### src/rtl/trng_pkg.sv
`timescale 1ns/1ps
`default_nettype none
// ============================================================================
//  Module      : trng_pkg
//  Description : Shared types and constants for the TRNG conditioner.
//  Revision    : 1.0 - initial release
// ============================================================================
package trng_pkg;

  // Transmit handshake states towards uart_tx
  typedef enum logic [1:0] {
    IDLE  = 2'd0,
    ACK   = 2'd1,
    DRAIN = 2'd2
  } tx_state_t;

  // Cycles ACK waits for uart_busy before assuming the byte was taken
  localparam int ACK_TIMEOUT = 2;
  // Width of the saturating drop counter
  localparam int DROP_W = 16;

  // Width of a counter that runs 0..n-1 (never narrower than one bit)
  function automatic int cnt_w(input int n);
    return (n <= 2) ? 1 : $clog2(n);
  endfunction

endpackage
`default_nettype wire

### src/rtl/trng_conditioner_if.sv
`timescale 1ns/1ps
`default_nettype none
// ============================================================================
//  Module      : trng_conditioner_if
//  Description : send/busy/data handshake between the conditioner and uart_tx.
//  Revision    : 1.0 - initial release
// ============================================================================
interface trng_conditioner_if;
  logic       send;
  logic [7:0] data;
  logic       busy;

  // Conditioner side drives the strobe and byte
  modport master (output send, output data, input busy);
  // Transmitter side reports busy
  modport slave  (input send, input data, output busy);
endinterface
`default_nettype wire

### src/rtl/trng_conditioner_byte_fifo.sv
`timescale 1ns/1ps
`default_nettype none
// ============================================================================
//  Module      : byte_fifo
//  Description : Synchronous byte FIFO, first-word-fall-through read port.
//  Revision    : 1.0 - initial release
// ============================================================================
module byte_fifo #(
  parameter int DEPTH = 16
) (
  input  wire                     clk,
  input  wire                     rst,
  input  wire                     wr_en,
  input  wire  [7:0]              wr_data,
  input  wire                     rd_en,
  output logic [7:0]              rd_data,
  output logic                    full,
  output logic                    empty,
  output logic [$clog2(DEPTH):0]  level
);
  localparam int c_aw = $clog2(DEPTH);
  localparam int c_lw = c_aw + 1;

  logic [7:0]      r_mem [DEPTH];
  logic [c_aw-1:0] r_wr_ptr;
  logic [c_aw-1:0] r_rd_ptr;
  logic [c_lw-1:0] r_level;
  logic            w_wr_ok;
  logic            w_rd_ok;

  // Full/empty come from pre-cycle occupancy, so a write into a full FIFO is lost
  assign full    = (r_level == c_lw'(DEPTH));
  assign empty   = (r_level == '0);
  assign w_wr_ok = wr_en && !full;
  assign w_rd_ok = rd_en && !empty;
  assign rd_data = r_mem[r_rd_ptr];
  assign level   = r_level;

  // Storage array, no reset needed since occupancy gates every read
  always_ff @(posedge clk) begin
    if (w_wr_ok) r_mem[r_wr_ptr] <= wr_data;
  end

  // Pointers and occupancy; power-of-two depth lets pointers wrap naturally
  always_ff @(posedge clk or posedge rst) begin
    if (rst) begin
      r_wr_ptr <= '0;
      r_rd_ptr <= '0;
      r_level  <= '0;
    end else begin
      if (w_wr_ok) r_wr_ptr <= r_wr_ptr + 1'b1;
      if (w_rd_ok) r_rd_ptr <= r_rd_ptr + 1'b1;
      case ({w_wr_ok, w_rd_ok})
        2'b10:   r_level <= r_level + 1'b1;
        2'b01:   r_level <= r_level - 1'b1;
        default: r_level <= r_level;
      endcase
    end
  end
endmodule
`default_nettype wire

### src/rtl/trng_conditioner.sv
`timescale 1ns/1ps
`default_nettype none
// ============================================================================
//  Module      : trng_conditioner
//  Description : Synchronise, decimate, health-test and debias the raw TRNG
//                bit, pack it into bytes and feed uart_tx through a FIFO.
//  Revision    : 1.0 - initial release
// ============================================================================
module trng_conditioner
  import trng_pkg::*;
#(
  parameter int SAMPLE_DIV = 16,
  parameter int FIFO_DEPTH = 16,
  parameter int RCT_CUTOFF = 32
) (
  input  wire                           clk,
  input  wire                           rst,
  input  wire                           en,
  input  wire                           raw_bit,
  trng_conditioner_if.master            uart,
  output logic [$clog2(FIFO_DEPTH):0]   fifo_level,
  output logic [DROP_W-1:0]             drop_cnt,
  output logic                          alarm
);
  localparam int c_div_w = cnt_w(SAMPLE_DIV);
  localparam int c_rct_w = cnt_w(RCT_CUTOFF + 1);
  localparam int c_ack_w = cnt_w(ACK_TIMEOUT);

  logic [1:0]         r_sync;
  logic [c_div_w-1:0] r_div;
  logic               w_div_last;
  logic               w_sample;
  logic               w_bit;
  logic               r_prev;
  logic [c_rct_w-1:0] r_rct_cnt;
  logic [c_rct_w-1:0] w_rct_next;
  logic               r_alarm;
  logic               w_accept;
  logic               r_pair_valid;
  logic               r_pair_bit;
  logic               w_emit;
  logic [6:0]         r_shift;
  logic [2:0]         r_bit_cnt;
  logic               w_byte_done;
  logic [7:0]         w_wr_data;
  logic [DROP_W-1:0]  r_drop;
  logic               w_full;
  logic               w_empty;
  logic               w_rd_en;
  logic [7:0]         w_rd_data;
  logic [7:0]         r_last;
  tx_state_t          r_state;
  tx_state_t          w_state_next;
  logic [c_ack_w-1:0] r_ack_cnt;
  logic [c_ack_w-1:0] w_ack_cnt_next;

  assign w_bit       = r_sync[1];
  assign w_div_last  = (r_div == c_div_w'(SAMPLE_DIV - 1));
  assign w_sample    = en && w_div_last;
  // Once the health test has tripped, samples no longer reach the corrector
  assign w_accept    = w_sample && !r_alarm;
  // Second half of a pair that differs from the first: emit the first bit
  assign w_emit      = w_accept && r_pair_valid && (r_pair_bit != w_bit);
  assign w_byte_done = w_emit && (r_bit_cnt == 3'd7);
  assign w_wr_data   = {r_shift, r_pair_bit};

  // Two-flop synchroniser and decimation counter (holds while en=0)
  always_ff @(posedge clk or posedge rst) begin
    if (rst) begin
      r_sync <= 2'b00;
      r_div  <= '0;
    end else begin
      r_sync <= {r_sync[0], raw_bit};
      if (en) r_div <= w_div_last ? '0 : r_div + 1'b1;
    end
  end

  // Repetition count: zero means no previous sample seen yet
  always_comb begin
    w_rct_next = c_rct_w'(1);
    if ((r_rct_cnt != '0) && (w_bit == r_prev)) begin
      w_rct_next = (r_rct_cnt == c_rct_w'(RCT_CUTOFF)) ? r_rct_cnt : r_rct_cnt + 1'b1;
    end
  end

  // Repetition-count state and sticky alarm
  always_ff @(posedge clk or posedge rst) begin
    if (rst) begin
      r_prev    <= 1'b0;
      r_rct_cnt <= '0;
      r_alarm   <= 1'b0;
    end else if (w_sample) begin
      r_prev    <= w_bit;
      r_rct_cnt <= w_rct_next;
      if (w_rct_next == c_rct_w'(RCT_CUTOFF)) r_alarm <= 1'b1;
    end
  end

  // von Neumann pairing and MSB-first packing; both freeze under alarm
  always_ff @(posedge clk or posedge rst) begin
    if (rst) begin
      r_pair_valid <= 1'b0;
      r_pair_bit   <= 1'b0;
      r_shift      <= '0;
      r_bit_cnt    <= '0;
    end else if (w_accept) begin
      r_pair_valid <= !r_pair_valid;
      if (!r_pair_valid) r_pair_bit <= w_bit;
      if (w_emit) begin
        r_shift   <= {r_shift[5:0], r_pair_bit};
        r_bit_cnt <= r_bit_cnt + 1'b1;
      end
    end
  end

  // Saturating count of completed bytes that found the FIFO full
  always_ff @(posedge clk or posedge rst) begin
    if (rst) r_drop <= '0;
    else if (w_byte_done && w_full && (r_drop != '1)) r_drop <= r_drop + 1'b1;
  end

  byte_fifo #(.DEPTH(FIFO_DEPTH)) u_fifo (
    .clk     (clk),
    .rst     (rst),
    .wr_en   (w_byte_done),
    .wr_data (w_wr_data),
    .rd_en   (w_rd_en),
    .rd_data (w_rd_data),
    .full    (w_full),
    .empty   (w_empty),
    .level   (fifo_level)
  );

  // TX state register plus the byte last handed to uart_tx
  always_ff @(posedge clk or posedge rst) begin
    if (rst) begin
      r_state   <= IDLE;
      r_ack_cnt <= '0;
      r_last    <= '0;
    end else begin
      r_state   <= w_state_next;
      r_ack_cnt <= w_ack_cnt_next;
      if (w_rd_en) r_last <= w_rd_data;
    end
  end

  // TX next state: pop in IDLE, give busy a short window to rise, then drain
  always_comb begin
    w_state_next   = r_state;
    w_ack_cnt_next = r_ack_cnt;
    w_rd_en        = 1'b0;
    case (r_state)
      IDLE: begin
        if (!w_empty && !uart.busy) begin
          w_rd_en        = 1'b1;
          w_state_next   = ACK;
          w_ack_cnt_next = '0;
        end
      end
      ACK: begin
        if (uart.busy)                                   w_state_next = DRAIN;
        else if (r_ack_cnt == c_ack_w'(ACK_TIMEOUT - 1)) w_state_next = IDLE;
        else                                             w_ack_cnt_next = r_ack_cnt + 1'b1;
      end
      DRAIN: begin
        if (!uart.busy) w_state_next = IDLE;
      end
      default: w_state_next = IDLE;
    endcase
  end

  assign uart.send = w_rd_en;
  assign uart.data = w_rd_en ? w_rd_data : r_last;
  assign drop_cnt  = r_drop;
  assign alarm     = r_alarm;
endmodule
`default_nettype wire

### src/flat_wrapper.sv
// flat-port wrapper written by rule: the top's interface ports become plain ports
module trng_conditioner_flat import trng_pkg::*;
#(
  parameter int SAMPLE_DIV = 16,
  parameter int FIFO_DEPTH = 16,
  parameter int RCT_CUTOFF = 32
)
  (clk, rst, en, raw_bit, fifo_level, drop_cnt, alarm, uart_send, uart_data, uart_busy);
  trng_conditioner_if uart_i ();
  input  wire clk;
  input  wire rst;
  input  wire en;
  input  wire raw_bit;
  output logic [$clog2(FIFO_DEPTH):0] fifo_level;
  output logic [DROP_W-1:0] drop_cnt;
  output logic alarm;
  output wire logic [$bits(uart_i.send)-1:0] uart_send;
  output wire logic [$bits(uart_i.data)-1:0] uart_data;
  input wire logic [$bits(uart_i.busy)-1:0] uart_busy;
  assign uart_send = uart_i.send;
  assign uart_data = uart_i.data;
  assign uart_i.busy = uart_busy;
  trng_conditioner #(.SAMPLE_DIV(SAMPLE_DIV), .FIFO_DEPTH(FIFO_DEPTH), .RCT_CUTOFF(RCT_CUTOFF)) u_core (.clk(clk), .rst(rst), .en(en), .raw_bit(raw_bit), .uart(uart_i), .fifo_level(fifo_level), .drop_cnt(drop_cnt), .alarm(alarm));
endmodule
### config.mk
export PLATFORM = sky130hd
export DESIGN_NAME = trng_conditioner_flat
export DESIGN_NICKNAME = d
export VERILOG_FILES = /design/src/rtl/trng_pkg.sv /design/src/rtl/trng_conditioner_if.sv /design/src/rtl/trng_conditioner_byte_fifo.sv /design/src/rtl/trng_conditioner.sv /design/src/flat_wrapper.sv
export SDC_FILE = /design/constraint.sdc
export NUM_CORES = 1
export LEC_CHECK = 0
export CAP_MARGIN = 20
export CORE_MARGIN = 2
export CORE_UTILIZATION = 60
export CTS_CLUSTER_SIZE = 8
export DETAILED_ROUTE_END_ITERATION = 10
export PLACE_DENSITY = 0.79
export SYNTH_ARGS = -nofsm -noshare
export SYNTH_HDL_FRONTEND = slang
export SYNTH_SLANG_ARGS = --single-unit
export TNS_END_PERCENT = 10
### constraint.sdc
create_clock -name clk -period 8.83 [get_ports clk]
set_clock_uncertainty 0.05 [all_clocks]
set_input_delay 1.766 -clock clk [delete_from_list [all_inputs] [get_ports clk]]
set_output_delay 1.766 -clock clk [all_outputs]
set_load 0.05 [all_outputs]
==> metrics.txt <==
FILL cells=843; Final Hold Viols=0; Post-CTS Setup Repair Bufs=0; Post-DRT Antenna Nets=0; syn_area_per_cell=16.4 µm²; TritonCTS Buffers=17; final instance area=0.00923 mm²; Reg power frac=0.550; CTS clock-pin slew for the worst setup and hold paths=0.07 ns; Post-Synthesis Cell Area=0.00809 mm²; CP required=approximately 7.0 ns; largest area contributor in the netlist=edfxtp_1; RSZ-0062 raised after global routing=false; # clock sinks=194; Starting DRT DRC Count=between 400 and 500; drc violations=0; post_cts resized=0; Synth Net Count=roughly 510; worst endpoint data arrival time=4.68 ns; fmax=154 MHz; share of async-settable or async-resettable flops after synthesis=0.340; Die Wd=120 µm; layout cells sized above 1=0.175; Ports=36; Starting Density=0.614; top cells by area, synth=edfxtp_1 (47%), dfrtp_1 (20%), mux4_2 (8.9%), xnor2_1 (2.5%), ha_1 (2.3%); DR pass1 iterations=4; Synth Register Bits=194; final WL=15.1 mm; Pleak=around 0.0034 µW; Final Wtd Congestion=a little under 0.8; hold_buf cts=0; number of synthesized flops with an enable pin=128; largest family of logic cells by synthesized area=multiplexers; Worst Path Class, Setup=in -> out; Final period util=0.736; Min-Delay Path Class=reg -> reg; Area Overhead vs Synth=14.1%; first-pass GRT wire length=~25 mm; vias in the first global route=4504; CTS tree=done; crit path max fanout=12; Remaining Overflow, GRT=0; IO Port Bufs=35; routed len/inst=20.8 µm; Core ar.=approximately 0.013 mm²; Crit. End Element=primary output; Comb power frac=0.041; Synth Area in Adders=0.0232; CTS H-tree lvls=4; Synth top area share=0.475; Setup-failing EPs final=0; Compound-Gate Fraction of Synth Area=0.0400; internal power=1480 µW; largest net degree at the start of global routing=67; setup TNS=0 ns; clk buf depth=2; Nets=~560; Syn Inst Count=~490; initial antenna violation count=0; antenna cell count=0; sw frac=0.213; Worst-Skew Late Latency=~0.43 ns; switching pwr=400 µW; pwr dens=203 mW/mm²; Clock power frac=0.409; total die area=0.0144 mm²; Slew @ Worst Pin=1.07 ns; status=finished clean; xor/xnor share of the synthesized area=0.0346; register area share after synthesis=0.679; crit start category=input pin; DR vias/cell=6.07; dpl cell area=0.00864 mm²; mux cell area share after synthesis=0.132; total track usage=0.232; Detail Placement HPWL=9.60 mm; row count=42; Yosys warnings=0; Tmin final=6.50 ns; Yosys cell types=50; Most used DFF post-synth=edfxtp_1; die height=roughly 120 µm; VDD IR max=0.145 mV; Clock Tree Root=clkbuf_16; via count=between 4000 and 5000; Slew Viols, Final=0; Rel. slew slack=0.286; max-cap viol count=0; post-synthesis simple-gate area fraction=0.0748
[kinds of logic after synthesis]
logic type	count (synthesis)
buf+inv	32
compound gates	44
xor+xnor	32
mux	65
flops	194
simple gates	112
fa+ha+maj	15
[state kept, by name, summed over array words and instances, names as in the netlist, 2 cells and up]
register                cells
u_core.r_sync               2
u_core.u_fifo.r_mem       128
u_core.r_state              2
u_core.r_shift              7
u_core.u_fifo.r_rd_ptr      4
u_core.r_last               8
u_core.drop_cnt            16
u_core.u_fifo.level         5
u_core.u_fifo.r_wr_ptr      4
u_core.r_bit_cnt            3
u_core.r_rct_cnt            6
u_core.r_div                4
[power groups by stage]
stage | Clock (µW) | Sequential [µW] | Combinational, µW
after detailed placement | 0 | 1050 | 77.7
after floorplan | 0 | 1040 | 62.7
after global routing | 811 | 1040 | 89.9
after global placement | 0 | 1050 | 71.7
final | 767 | 1030 | 77.2
after CTS | 778 | 1030 | 78.1
[critical path, stage by stage]
cell and delay [ns]:
clkdlybuf4s50_1 0.44, nor2_1 0.20, nand3b_1 0.41, inv_1 0.36
nand2b_1 0.25, o221ai_1 0.37, clkdlybuf4s50_1 0.87
[metrics by stage]
stage / hold slack (ns) / power [µW] / util / setup WS [ns] / cells
final: 0.304 / 1880 / 0.700 / 2.33 / 726
after global routing: 0.318 / 1940 / 0.700 / 2.16 / 726
after CTS: 0.305 / 1890 / 0.699 / 2.32 / 725
after detailed placement: 0.290 / 1130 / 0.655 / 2.33 / 693
after global placement: 0.283 / 1120 / 0.655 / 2.45 / 693
after floorplan: 0.281 / 1100 / - / 3.73 / 494
[cells in the final DEF, fill, tap and decap left out, types with 10 or more instances in the layout]
master,n
clkbuf_16,17
clkdlybuf4s50_1,35
dfrtp_1,65
edfxtp_1,128
ha_1,15
inv_1,11
mux2_2,14
mux2i_1,18
mux4_2,32
nand2_1,33
nand3_1,13
nand4_1,10
nor2_1,16
o21ai_0,11
xnor2_1,23
[final timing paths]
kind	endpoint	cells past startpoint	start	slack [ns]
min in group asynchronous	u_core.u_fifo.level[4]$_DFFE_PP0P_	3	rst	1.86
hold / removal	u_core.r_sync[1]$_DFF_PP0_	0	u_core.r_sync[0]$_DFF_PP0_	0.30
setup reg to reg	u_core.u_fifo.level[4]$_DFFE_PP0P_	13	u_core.r_div[0]$_DFFE_PP0P_	4.98
max in group asynchronous	u_core.u_fifo.r_rd_ptr[1]$_DFFE_PP0P_	3	rst	6.28
hold reg to reg	u_core.r_sync[1]$_DFF_PP0_	0	u_core.r_sync[0]$_DFF_PP0_	0.30
setup / recovery	uart_data[5]	7	uart_busy	2.33
[cells in the mapped netlist, types with 5 or more instances]
| master | count |
|---|---|
| xnor2_1 | 23 |
| nor4_1 | 6 |
| buf_2 | 5 |
| o221ai_1 | 8 |
| o21ai_0 | 11 |
| xor2_1 | 9 |
| nand3_1 | 13 |
| edfxtp_1 | 128 |
| and2_1 | 9 |
| mux2_2 | 14 |
| mux2i_1 | 18 |
| inv_1 | 12 |
| nand4_1 | 10 |
| clkbuf_1 | 13 |
| ha_1 | 15 |
| dfrtp_1 | 66 |
| and3_1 | 5 |
| nor2_1 | 16 |
| mux4_2 | 32 |
| nand2_1 | 33 |
[final cells by class]
class,instances,area (µm²),share of cell area
inverters,13,48.8,0.00529
flip-flops and latches,194,5500,0.595
multi-input cells,268,2470,0.267
clock buffers,18,429,0.0465
well taps,176,220,0.0239
repair buffers,43,408,0.0442
clock inverters,14,161,0.0175
[metal layers]
layer  share of wire  track usage  routed length (µm)  vias to the layer above
met2            0.52        0.383                7880                      121
met1            0.42        0.311                6260                     2285
li1                -            -                   -                     1978
met5               0            0                   0                        -
met3           0.047       0.0442                 703                       21
met4           0.016       0.0904                 237                        0
(Power assumes the default switching activity.)
